==> config.mk <==
export PLATFORM = sky130hd
export DESIGN_NAME = mem_block_arbiter_flat
export DESIGN_NICKNAME = d
export VERILOG_FILES = /design/src/rtl/mem_block_arbiter_pkg.sv /design/src/rtl/mem_block_arbiter_if.sv /design/src/rtl/mem_block_arbiter_pick.sv /design/src/rtl/mem_block_arbiter.sv /design/src/flat_wrapper.sv
export SDC_FILE = /design/constraint.sdc
export NUM_CORES = 1
export LEC_CHECK = 0
export CAP_MARGIN = 20
export CORE_AREA = 8 8 515 517
export CTS_CLUSTER_DIAMETER = 100
export DETAILED_ROUTE_END_ITERATION = 10
export DIE_AREA = 0 0 523 525
export GPL_ROUTABILITY_DRIVEN = 0
export PLACE_DENSITY = 0.37
export SYNTH_ARGS = -nofsm -noshare
export SYNTH_HDL_FRONTEND = slang
export SYNTH_SLANG_ARGS = --single-unit
==> constraint.sdc <==
create_clock -name clk -period 1.8 [get_ports clk]
set_input_delay 0.27 -clock clk [delete_from_list [all_inputs] [get_ports clk]]
set_output_delay 0.27 -clock clk [all_outputs]
set_load 0.02 [all_outputs]
==> src/rtl/mem_block_arbiter_pkg.sv <==
// Shared types and constants for the block memory arbiter.
// The state encoding and port indices are used by the arbiter, its
// interface and its picker.
package mem_arb_pkg;

    typedef enum logic [1:0] {
        IDLE = 2'd0,
        BUSY = 2'd1,
        DONE = 2'd2
    } arb_state_t;

    localparam logic P_DCACHE = 1'b0;
    localparam logic P_ICACHE = 1'b1;

endpackage

==> src/rtl/mem_block_arbiter_if.sv <==
// Bundle of both cache request ports and the backing-memory port.
// The slave modport is the arbiter's view; the master modport is the view of
// the environment, which holds the caches and the memory.
// Handshake: a cache raises reqN and holds reqN, weN, addrN and wdataN until
// it sees doneN. It drops reqN no later than the cycle after doneN. While the
// arbiter is BUSY it holds mem_en high and the mem_* inputs stable until the
// memory pulses mem_block_valid for one cycle. state_dbg exposes the FSM state.
interface mem_block_arbiter_if #(
    parameter int DATA_WIDTH         = 32,
    parameter int ADDR_WIDTH         = 10,
    parameter int BLOCK_OFFSET_WIDTH = 3
);
    import mem_arb_pkg::*;

    localparam int BLK_W = DATA_WIDTH << BLOCK_OFFSET_WIDTH;

    logic                  req0;
    logic                  req1;
    logic                  we0;
    logic                  we1;
    logic [ADDR_WIDTH-1:0] addr0;
    logic [ADDR_WIDTH-1:0] addr1;
    logic [BLK_W-1:0]      wdata0;
    logic [BLK_W-1:0]      wdata1;
    logic                  done0;
    logic                  done1;
    logic [BLK_W-1:0]      rdata;
    logic [ADDR_WIDTH-1:0] mem_addr;
    logic                  mem_we;
    logic                  mem_en;
    logic [BLK_W-1:0]      mem_block_din;
    logic                  mem_block_valid;
    logic [BLK_W-1:0]      mem_block_dout;
    logic                  busy;
    arb_state_t            state_dbg;

    modport slave (
        input  req0, req1, we0, we1, addr0, addr1, wdata0, wdata1,
        input  mem_block_valid, mem_block_dout,
        output done0, done1, rdata, mem_addr, mem_we, mem_en, mem_block_din,
        output busy, state_dbg
    );

    modport master (
        output req0, req1, we0, we1, addr0, addr1, wdata0, wdata1,
        output mem_block_valid, mem_block_dout,
        input  done0, done1, rdata, mem_addr, mem_we, mem_en, mem_block_din,
        input  busy, state_dbg
    );

endinterface

==> src/rtl/mem_block_arbiter_pick.sv <==
// Combinational winner selection between the two cache ports.
// MEM_ARB_ROUND_ROBIN_EN defined: on a tie the port that was not granted last
// wins. Undefined: port 0 (data cache) always wins a tie, and last is unused.
module mem_arb_pick
    import mem_arb_pkg::*;
(
    input  logic req0,
    input  logic req1,
    input  logic last,
    output logic valid,
    output logic gnt
);

    assign valid = req0 | req1;

`ifdef MEM_ARB_ROUND_ROBIN_EN
    // On a tie, favour the port that was not granted last time.
    always_comb begin
        gnt = P_DCACHE;
        if (req0 && req1) gnt = ~last;
        else if (req1)    gnt = P_ICACHE;
    end
`else
    logic unused_last;
    assign unused_last = last;

    // The data cache wins whenever it is requesting.
    always_comb begin
        gnt = req0 ? P_DCACHE : P_ICACHE;
    end
`endif

endmodule

==> src/rtl/mem_block_arbiter.sv <==
// Shares one block-wide backing memory port between the data cache (port 0)
// and the instruction cache (port 1). In IDLE it grants one requester and
// latches its request, then drives the memory from those latches in BUSY.
// In DONE it pulses done for the granted port for one cycle.
// MEM_ARB_ROUND_ROBIN_EN selects round-robin tie breaking; the default build
// uses fixed priority.
module mem_block_arbiter
    import mem_arb_pkg::*;
#(
    parameter int DATA_WIDTH         = 32,
    parameter int ADDR_WIDTH         = 10,
    parameter int BLOCK_OFFSET_WIDTH = 3
) (
    input  logic              clk,
    input  logic              rst,
    mem_block_arbiter_if.slave bus
);

    localparam int BLK_W = DATA_WIDTH << BLOCK_OFFSET_WIDTH;
    localparam logic [ADDR_WIDTH-1:0] BLK_MASK = {ADDR_WIDTH{1'b1}} << BLOCK_OFFSET_WIDTH;

    arb_state_t            state_q, state_d;
    logic                  gnt_q;
    logic                  we_q;
    logic [ADDR_WIDTH-1:0] addr_q;
    logic [BLK_W-1:0]      din_q;
    logic [BLK_W-1:0]      rdata_q;
    logic                  pick_valid;
    logic                  pick_gnt;
    logic                  last_w;
    logic                  grant;

    assign grant = (state_q == IDLE) && pick_valid;

`ifdef MEM_ARB_ROUND_ROBIN_EN
    logic last_q;

    // Remember which port was granted most recently, for tie breaking.
    always_ff @(posedge clk) begin
        if (rst)        last_q <= P_ICACHE;
        else if (grant) last_q <= pick_gnt;
    end
    assign last_w = last_q;
`else
    assign last_w = P_ICACHE;
`endif

    mem_arb_pick u_pick (
        .req0  (bus.req0),
        .req1  (bus.req1),
        .last  (last_w),
        .valid (pick_valid),
        .gnt   (pick_gnt)
    );

    // State register plus request latches. The memory inputs come only from
    // these latches, so they stay stable for the whole of BUSY.
    always_ff @(posedge clk) begin
        if (rst) begin
            state_q <= IDLE;
            gnt_q   <= P_DCACHE;
            we_q    <= 1'b0;
            addr_q  <= '0;
            din_q   <= '0;
            rdata_q <= '0;
        end else begin
            state_q <= state_d;
            if (grant) begin
                gnt_q  <= pick_gnt;
                we_q   <= pick_gnt ? bus.we1 : bus.we0;
                addr_q <= (pick_gnt ? bus.addr1 : bus.addr0) & BLK_MASK;
                din_q  <= pick_gnt ? bus.wdata1 : bus.wdata0;
            end
            if ((state_q == BUSY) && bus.mem_block_valid && !we_q)
                rdata_q <= bus.mem_block_dout;
        end
    end

    // Next state and per-state control outputs.
    always_comb begin
        state_d   = state_q;
        bus.mem_en = 1'b0;
        bus.mem_we = 1'b0;
        bus.done0  = 1'b0;
        bus.done1  = 1'b0;
        unique case (state_q)
            IDLE: if (pick_valid) state_d = BUSY;
            BUSY: begin
                bus.mem_en = 1'b1;
                bus.mem_we = we_q;
                if (bus.mem_block_valid) state_d = DONE;
            end
            DONE: begin
                bus.done0 = (gnt_q == P_DCACHE);
                bus.done1 = (gnt_q == P_ICACHE);
                state_d   = IDLE;
            end
            default: state_d = IDLE;
        endcase
    end

    assign bus.mem_addr      = addr_q;
    assign bus.mem_block_din = din_q;
    assign bus.rdata         = rdata_q;
    assign bus.busy          = (state_q != IDLE);
    assign bus.state_dbg     = state_q;

endmodule

==> src/flat_wrapper.sv <==
// flat-port wrapper written by rule: the top's interface ports become plain ports
module mem_block_arbiter_flat import mem_arb_pkg::*;
#(
    parameter int DATA_WIDTH         = 32,
    parameter int ADDR_WIDTH         = 10,
    parameter int BLOCK_OFFSET_WIDTH = 3
)
  (clk, rst, bus_req0, bus_req1, bus_we0, bus_we1, bus_addr0, bus_addr1, bus_wdata0, bus_wdata1, bus_mem_block_valid, bus_mem_block_dout, bus_done0, bus_done1, bus_rdata, bus_mem_addr, bus_mem_we, bus_mem_en, bus_mem_block_din, bus_busy, bus_state_dbg);
  mem_block_arbiter_if #(.DATA_WIDTH(DATA_WIDTH), .ADDR_WIDTH(ADDR_WIDTH), .BLOCK_OFFSET_WIDTH(BLOCK_OFFSET_WIDTH)) bus_i ();
  input  logic clk;
  input  logic rst;
  input wire logic [$bits(bus_i.req0)-1:0] bus_req0;
  input wire logic [$bits(bus_i.req1)-1:0] bus_req1;
  input wire logic [$bits(bus_i.we0)-1:0] bus_we0;
  input wire logic [$bits(bus_i.we1)-1:0] bus_we1;
  input wire logic [$bits(bus_i.addr0)-1:0] bus_addr0;
  input wire logic [$bits(bus_i.addr1)-1:0] bus_addr1;
  input wire logic [$bits(bus_i.wdata0)-1:0] bus_wdata0;
  input wire logic [$bits(bus_i.wdata1)-1:0] bus_wdata1;
  input wire logic [$bits(bus_i.mem_block_valid)-1:0] bus_mem_block_valid;
  input wire logic [$bits(bus_i.mem_block_dout)-1:0] bus_mem_block_dout;
  output wire logic [$bits(bus_i.done0)-1:0] bus_done0;
  output wire logic [$bits(bus_i.done1)-1:0] bus_done1;
  output wire logic [$bits(bus_i.rdata)-1:0] bus_rdata;
  output wire logic [$bits(bus_i.mem_addr)-1:0] bus_mem_addr;
  output wire logic [$bits(bus_i.mem_we)-1:0] bus_mem_we;
  output wire logic [$bits(bus_i.mem_en)-1:0] bus_mem_en;
  output wire logic [$bits(bus_i.mem_block_din)-1:0] bus_mem_block_din;
  output wire logic [$bits(bus_i.busy)-1:0] bus_busy;
  output wire logic [$bits(bus_i.state_dbg)-1:0] bus_state_dbg;
  assign bus_i.req0 = bus_req0;
  assign bus_i.req1 = bus_req1;
  assign bus_i.we0 = bus_we0;
  assign bus_i.we1 = bus_we1;
  assign bus_i.addr0 = bus_addr0;
  assign bus_i.addr1 = bus_addr1;
  assign bus_i.wdata0 = bus_wdata0;
  assign bus_i.wdata1 = bus_wdata1;
  assign bus_i.mem_block_valid = bus_mem_block_valid;
  assign bus_i.mem_block_dout = bus_mem_block_dout;
  assign bus_done0 = bus_i.done0;
  assign bus_done1 = bus_i.done1;
  assign bus_rdata = bus_i.rdata;
  assign bus_mem_addr = bus_i.mem_addr;
  assign bus_mem_we = bus_i.mem_we;
  assign bus_mem_en = bus_i.mem_en;
  assign bus_mem_block_din = bus_i.mem_block_din;
  assign bus_busy = bus_i.busy;
  assign bus_state_dbg = bus_i.state_dbg;
  mem_block_arbiter #(.DATA_WIDTH(DATA_WIDTH), .ADDR_WIDTH(ADDR_WIDTH), .BLOCK_OFFSET_WIDTH(BLOCK_OFFSET_WIDTH)) u_core (.clk(clk), .rst(rst), .bus(bus_i));
endmodule
==> impl_metrics.py, run 1 <==
metrics = {
    "placement": {
        "dpl.cell_count": 7006,
        "pre_cts_slack_ps": -195,
        "port-buffer-count": 1314,
        "placed_cell_area_mm2": 0.0406,
        "post-dp-hpwl_um": 146000,
    },
    "job": {
        "drv_cap": 0,
    },
    "worst_setup_path": {
        "crit_type": "flip-flop to output port",
        "crit_path_top_delay_cell": "dfxtp_4",
        "worst_setup_path_start_kind": "flip-flop",
        "cp.required_ps": 1530,
        "endpoint_kind": "output port",
        "cp_max_fo": 4,
        "path_cells": "nor2_4, buf_12, buf_16, inv_4, buf_6",
        "cp_slowest_stage_delay_ps": 360,
        "arrival_ps": 1620,
    },
    "sta": {
        "timing.slew.headroom_pct": 56.8,
        "hold_slack_ps": 133,
        "finalSetupViolations": 16,
        "period_minus_slack_ps": 1890,
        "fin_setup_tns_ps": -314,
        "fin_ws_ps": -89.8,
        "slew_violations": 0,
        "fmax_ghz": 0.529,
        "fin_crit_sh_pct": 105,
        "fin_worst_skew_ps": 19.1,
        "finalHoldViolations": 0,
        "worstMarginPinSlew_ps": 630,
        "grt_setup_unrepaired": "true",
    },
    "pwr": {
        "p_total_mw": 38.0,
        "peakVddDrop_v": 0.000531,
        "cellLeakagePower_nw": 17.0,
        "powerDensity_mw_per_mm2": 869,
    },
    "synthesis": {
        "yosys.area.top_type_share_pct": 47.3,
        "seq_area_frac_synth_pct": 47.3,
        "synth_cell_types": 23,
        "yosys_register_bits": 523,
        "synthCells": 2337,
        "postSynthAreaPerCell_um2": 9.48,
        "yosysTopAreaCell": "dfxtp_1",
        "synth_area_leaders": "dfxtp_1 47%, a211oi_2 15%, mux2i_1 12%, a21oi_1 12%, nand2_1 8.7%",
        "yosysWarnings": 0,
        "synthesis.area_mm2": 0.0222,
    },
    "floorplanning": {
        "fp.coreArea_mm2": 0.258,
        "die_w_um": 523,
        "initial_core_util_pct": 8.60,
        "rows": 187,
        "dieArea_mm2": 0.275,
        "chipHeight_um": 525,
        "ioPinCount": 1324,
    },
    "cts": {
        "cts.sinks": 523,
        "cts_tree": "yes",
        "cts_root_buffer": "clkbuf_16",
        "cts_buffers": 74,
        "htreeDepth": 3,
        "clkSlewWorstSetupHoldPaths_ps": 50,
        "cts.path.max_buffers": 3,
        "clk_latency_ps": 690,
    },
    "final_layout": {
        "syn_to_final_growth_pct": 97.6,
        "stdcell_count": 7228,
        "fin_nets": 4528,
        "final_util_pct": 17.0,
        "drive_gt1_share_pct": 19.4,
        "layout_common_cells": "786 x clkdlybuf4s50_1, 513 x a21oi_1, 511 x nand2_1",
        "final_area_mm2": 0.0438,
        "final_common_cell": "clkdlybuf4s50_1",
    },
    "drt": {
        "routedWlPerCell_um": 24.7,
        "wl_met3_um": 20600,
        "dr.max_layer_used": "met5",
        "antenna_left": 0,
        "dr_wl_met2_um": 85700,
        "drtIter0Drc": 996,
        "wl_um": 178000,
        "m1WireLength_um": 63400,
        "drtPass1Iterations": 5,
        "vias": 23713,
        "drc": 0,
        "vias_per_cell": 3.28,
    },
    "global_routing": {
        "antenna_found_initial": 127,
        "grt_pass1_wl_um": 227000,
        "overflow": 0,
        "grt_pass1_vias": 24733,
        "grt_max_degree": 84,
        "gr-usage-all-layers_pct": 12.0,
    },
    "outcome": {
        "status": "complete, but fails checks",
        "failed_checks": "setup timing",
    },
    "min_path": {
        "holdCritPathClass": "input pin to flip-flop",
    },
}
final cells by class:
cell class	count	area, um^2
diodes	41	103
clock buffers	108	2160
clock inverters	20	245
fillers	28900	214000
inverters	1	6.26
multi-input cells	1578	10700
flip-flops and latches	523	10500
well taps	3402	4260
repair buffers	1555	15800
report_power, final:
part           switching (mW)  internal (mW)  total [mW]
clock network            6.35           8.53        14.9
registers               0.556           12.5        13.1
logic                    5.33           4.74        10.1
total                    12.2           25.8        38.0
cell families (layout without fill, tap and decap cells):
logic type             count (synthesis)  in the layout  share of synthesized area (%)
other                                  1             44                         0.0169
DFF                                  523            523                           47.3
muxes                                264            264                           11.9
AOI/OAI and AO/OA                    787            787                           26.6
and+or+nand+nor                      524            524                           9.09
buffers and inverters                238           1684                           5.04
repair_timing:
| action | CTS | global route |
|---|---|---|
| resized for setup | 743 | 67 |
| setup buffers | 5 | 27 |
| cloned | 1 | 20 |
| endpoints found under the setup margin | 516 | 290 |
| pin swaps | 3 | 3 |
| hold endpoints to repair | 19 | 0 |
| hold buffers | 1 | 0 |
worst max-delay path: cells and delay by family (launching register included):
kind	cells	cell delay, ps
and+or+nand+nor	1	170
DFF	1	360
buffers and inverters	4	410
final timing paths:
path	from	to	slack, ps	cells after the start
max reg2reg	u_core.bus.state_dbg[1]	u_core.bus.mem_block_din[251]	-10	9
max	u_core.bus.state_dbg[1]	bus_busy	-90	5
min	bus_mem_block_dout[6]	u_core.bus.rdata[6]	130	3
min reg2reg	u_core.bus.rdata[101]	u_core.bus.rdata[101]	450	2
state kept, by name, indices dropped and copies added (netlist names):
register,flops
u_core.bus.state_dbg,2
u_core.bus.mem_block_din,256
u_core.we_q,1
u_core.gnt_q,1
u_core.bus.rdata,256
u_core.bus.mem_addr,7
synthesized netlist by cell type, drive strengths merged:
master   number
mux2i       264
nand2       513
a21oi       522
conb          1
dfxtp       523
nand4bb       1
and4bb        1
nor3b         1
inv           1
clkbuf      115
a211oi      265
and3b         2
or2           1
nor2b         1
and2          2
buf         122
nand2b        1
nor2          1
layer usage:
layer,vias up,track usage (%)
met5,-,0.158
met4,50,6.46
met3,296,6.04
met2,1187,20.3
met1,11077,12.2
li1,11103,-
Note: power is estimated with default switching activity, not from simulation.
==> run 2: changes to the inputs <==
--- a/config.mk
+++ b/config.mk
@@ -6,12 +6,14 @@
 export NUM_CORES = 1
 export LEC_CHECK = 0
 export CAP_MARGIN = 20
-export CORE_AREA = 8 8 515 517
+export CORE_AREA = 8 8 516 518
 export CTS_CLUSTER_DIAMETER = 100
 export DETAILED_ROUTE_END_ITERATION = 10
-export DIE_AREA = 0 0 523 525
+export DIE_AREA = 0 0 524 526
 export GPL_ROUTABILITY_DRIVEN = 0
-export PLACE_DENSITY = 0.37
+export PLACE_DENSITY = 0.38
+export SETUP_SLACK_MARGIN = 0.05
 export SYNTH_ARGS = -nofsm -noshare
 export SYNTH_HDL_FRONTEND = slang
+export SYNTH_HIERARCHICAL = 1
 export SYNTH_SLANG_ARGS = --single-unit
==> run 2 against run 1 <==
Net effect:
- critical path type is now flip-flop to flip-flop
- register-to-register slack worse by 190 ps
- hold slack improved by 13 ps
- combinational power down 4%
- cell area is 8.0% higher
- utilization is 1.3 points higher
- synthesized cell count shrank 1.2%
- fmax is 5.6% lower
- the flow still finishes with violations (setup timing)
- global-route usage up 0.29 points
- area after synthesis grew 12%
==> impl_metrics.py, run 2 <==
metrics = {
    "worst_setup_path": {
        "worst_setup_path_start_kind": "flip-flop",
        "cp.required_ps": 2410,
        "cp_max_fo": 9,
        "crit_type": "flip-flop to flip-flop",
        "arrival_ps": 2610,
        "reg2regPathDepth": 8,
        "endpoint_kind": "flip-flop",
    },
    "drt": {
        "antenna_left": 0,
        "vias_per_cell": 3.24,
        "drtIter0Drc": 906,
        "vias": 23397,
        "drtPass1Iterations": 5,
        "wl_um": 187000,
        "drc": 0,
        "routedWlPerCell_um": 25.8,
    },
    "floorplanning": {
        "chipHeight_um": 526,
        "die_w_um": 524,
        "dieArea_mm2": 0.276,
        "fp.coreArea_mm2": 0.258,
        "ioPinCount": 1324,
        "initial_core_util_pct": 9.61,
        "rows": 187,
    },
    "sta": {
        "hold_slack_ps": 145,
        "grt_setup_unrepaired": "true",
        "finalHoldViolations": 0,
        "fin_worst_skew_ps": 34.4,
        "timing.slew.headroom_pct": 61.0,
        "worstMarginPinSlew_ps": 585,
        "finalSetupViolations": 271,
        "slew_violations": 0,
        "fmax_ghz": 0.500,
        "period_minus_slack_ps": 2000,
        "fin_ws_ps": -202,
        "fin_crit_sh_pct": 111,
    },
    "placement": {
        "dpl.cell_count": 7002,
        "post-dp-hpwl_um": 153000,
        "pre_cts_slack_ps": -492,
        "port-buffer-count": 1314,
    },
    "global_routing": {
        "antenna_found_initial": 143,
        "grt_max_degree": 107,
        "grt_pass1_vias": 24276,
        "grt_pass1_wl_um": 230000,
        "overflow": 0,
        "gr-usage-all-layers_pct": 12.3,
    },
    "outcome": {
        "failed_checks": "setup timing",
        "status": "complete, but fails checks",
    },
    "synthesis": {
        "synthesis.area_mm2": 0.0248,
        "postSynthAreaPerCell_um2": 10.7,
        "synthCells": 2308,
        "yosysWarnings": 6,
    },
    "min_path": {
        "hold_path_depth": 3,
        "holdCritPathClass": "input pin to flip-flop",
    },
    "cts": {
        "htreeDepth": 3,
        "cts.sinks": 523,
        "cts_tree": "yes",
        "clkSlewWorstSetupHoldPaths_ps": 60,
        "cts_buffers": 76,
        "cts_root_buffer": "clkbuf_16",
        "cts.path.max_buffers": 3,
        "clk_latency_ps": 690,
    },
    "final_layout": {
        "fillerInstances": 28524,
        "drive_gt1_share_pct": 24.7,
        "fin_nets": 4523,
        "final_common_cell": "clkdlybuf4s50_1",
        "multiInputGateArea_mm2": 0.0136,
        "stdcell_count": 7221,
        "layout_common_cells": "787 x clkdlybuf4s50_1, 780 x nand2b_1, 521 x mux2i_1",
        "regArea_mm2": 0.0105,
        "syn_to_final_growth_pct": 90.6,
    },
    "pwr": {
        "powerDensity_mw_per_mm2": 804,
        "cellLeakagePower_nw": 17.4,
        "peakVddDrop_v": 0.000593,
    },
    "job": {
        "drv_cap": 0,
    },
}
==> run 2: final timing paths <==
kind,endpoint,slack [ps],from
setup / recovery,u_core/bus.mem_block_din[115],-200,u_core/bus.state_dbg[0]
hold / removal,u_core/bus.rdata[221],150,bus_mem_block_dout[221]
setup reg to reg,u_core/bus.mem_block_din[115],-200,u_core/bus.state_dbg[0]
hold reg to reg,u_core/bus.rdata[147],470,u_core/bus.rdata[147]
==> run 2: layer usage <==
layer / vias up / wire (um) / GRT usage, %
met3: 358 / 23400 / 7.07
met2: 1158 / 87700 / 20.2
met1: 10935 / 67700 / 12.9
met5: - / 727 / 0
li1: 10824 / - / -
met4: 122 / 6940 / 5.29
==> run 2: worst max-delay path, cell delays in order (launching register included) <==
cell	delay (ps)
dfxtp_2	330
buf_12	150
buf_4	150
or4b_4	530
buf_12	190
buf_12	150
buf_12	140
buf_12	150
o22ai_2	90
==> run 2: cell type report <==
class / instances / area share (%)
well taps: 3402 / 9.00
multi-input cells: 1579 / 28.8
clock inverters: 21 / 0.630
diodes: 35 / 0.185
clock buffers: 113 / 4.59
repair buffers: 1547 / 34.5
inverters: 1 / 0.0238
flip-flops and latches: 523 / 22.2
==> run 2: through the flow <==
step,utilization [%],instance area [um^2],setup TNS [ps],power (mW)
floorplan,-,24800,0,17.0
global placement,16.6,42900,-123290,22.5
detailed placement,16.6,42900,-121780,22.5
CTS,17.6,45500,-9510,38.1
global route,18.3,47200,-42170,39.7
finish,18.3,47300,-32300,38.0
==> run 2: power by group <==
group	switching, mW	internal, mW	total [mW]
Sequential	0.563	12.4	13.0
Clock	6.33	8.96	15.3
Combinational	4.81	4.88	9.69
Total	11.7	26.3	38.0
==> run 2: timing repair <==
action                                   CTS  global route
pin swaps                                  2             3
gates cloned                               0            35
endpoints found under the setup margin   563           284
hold buffers                               1             0
gates resized for setup                 1453           146
hold endpoints to repair                   3             0
buffers inserted                           5             9
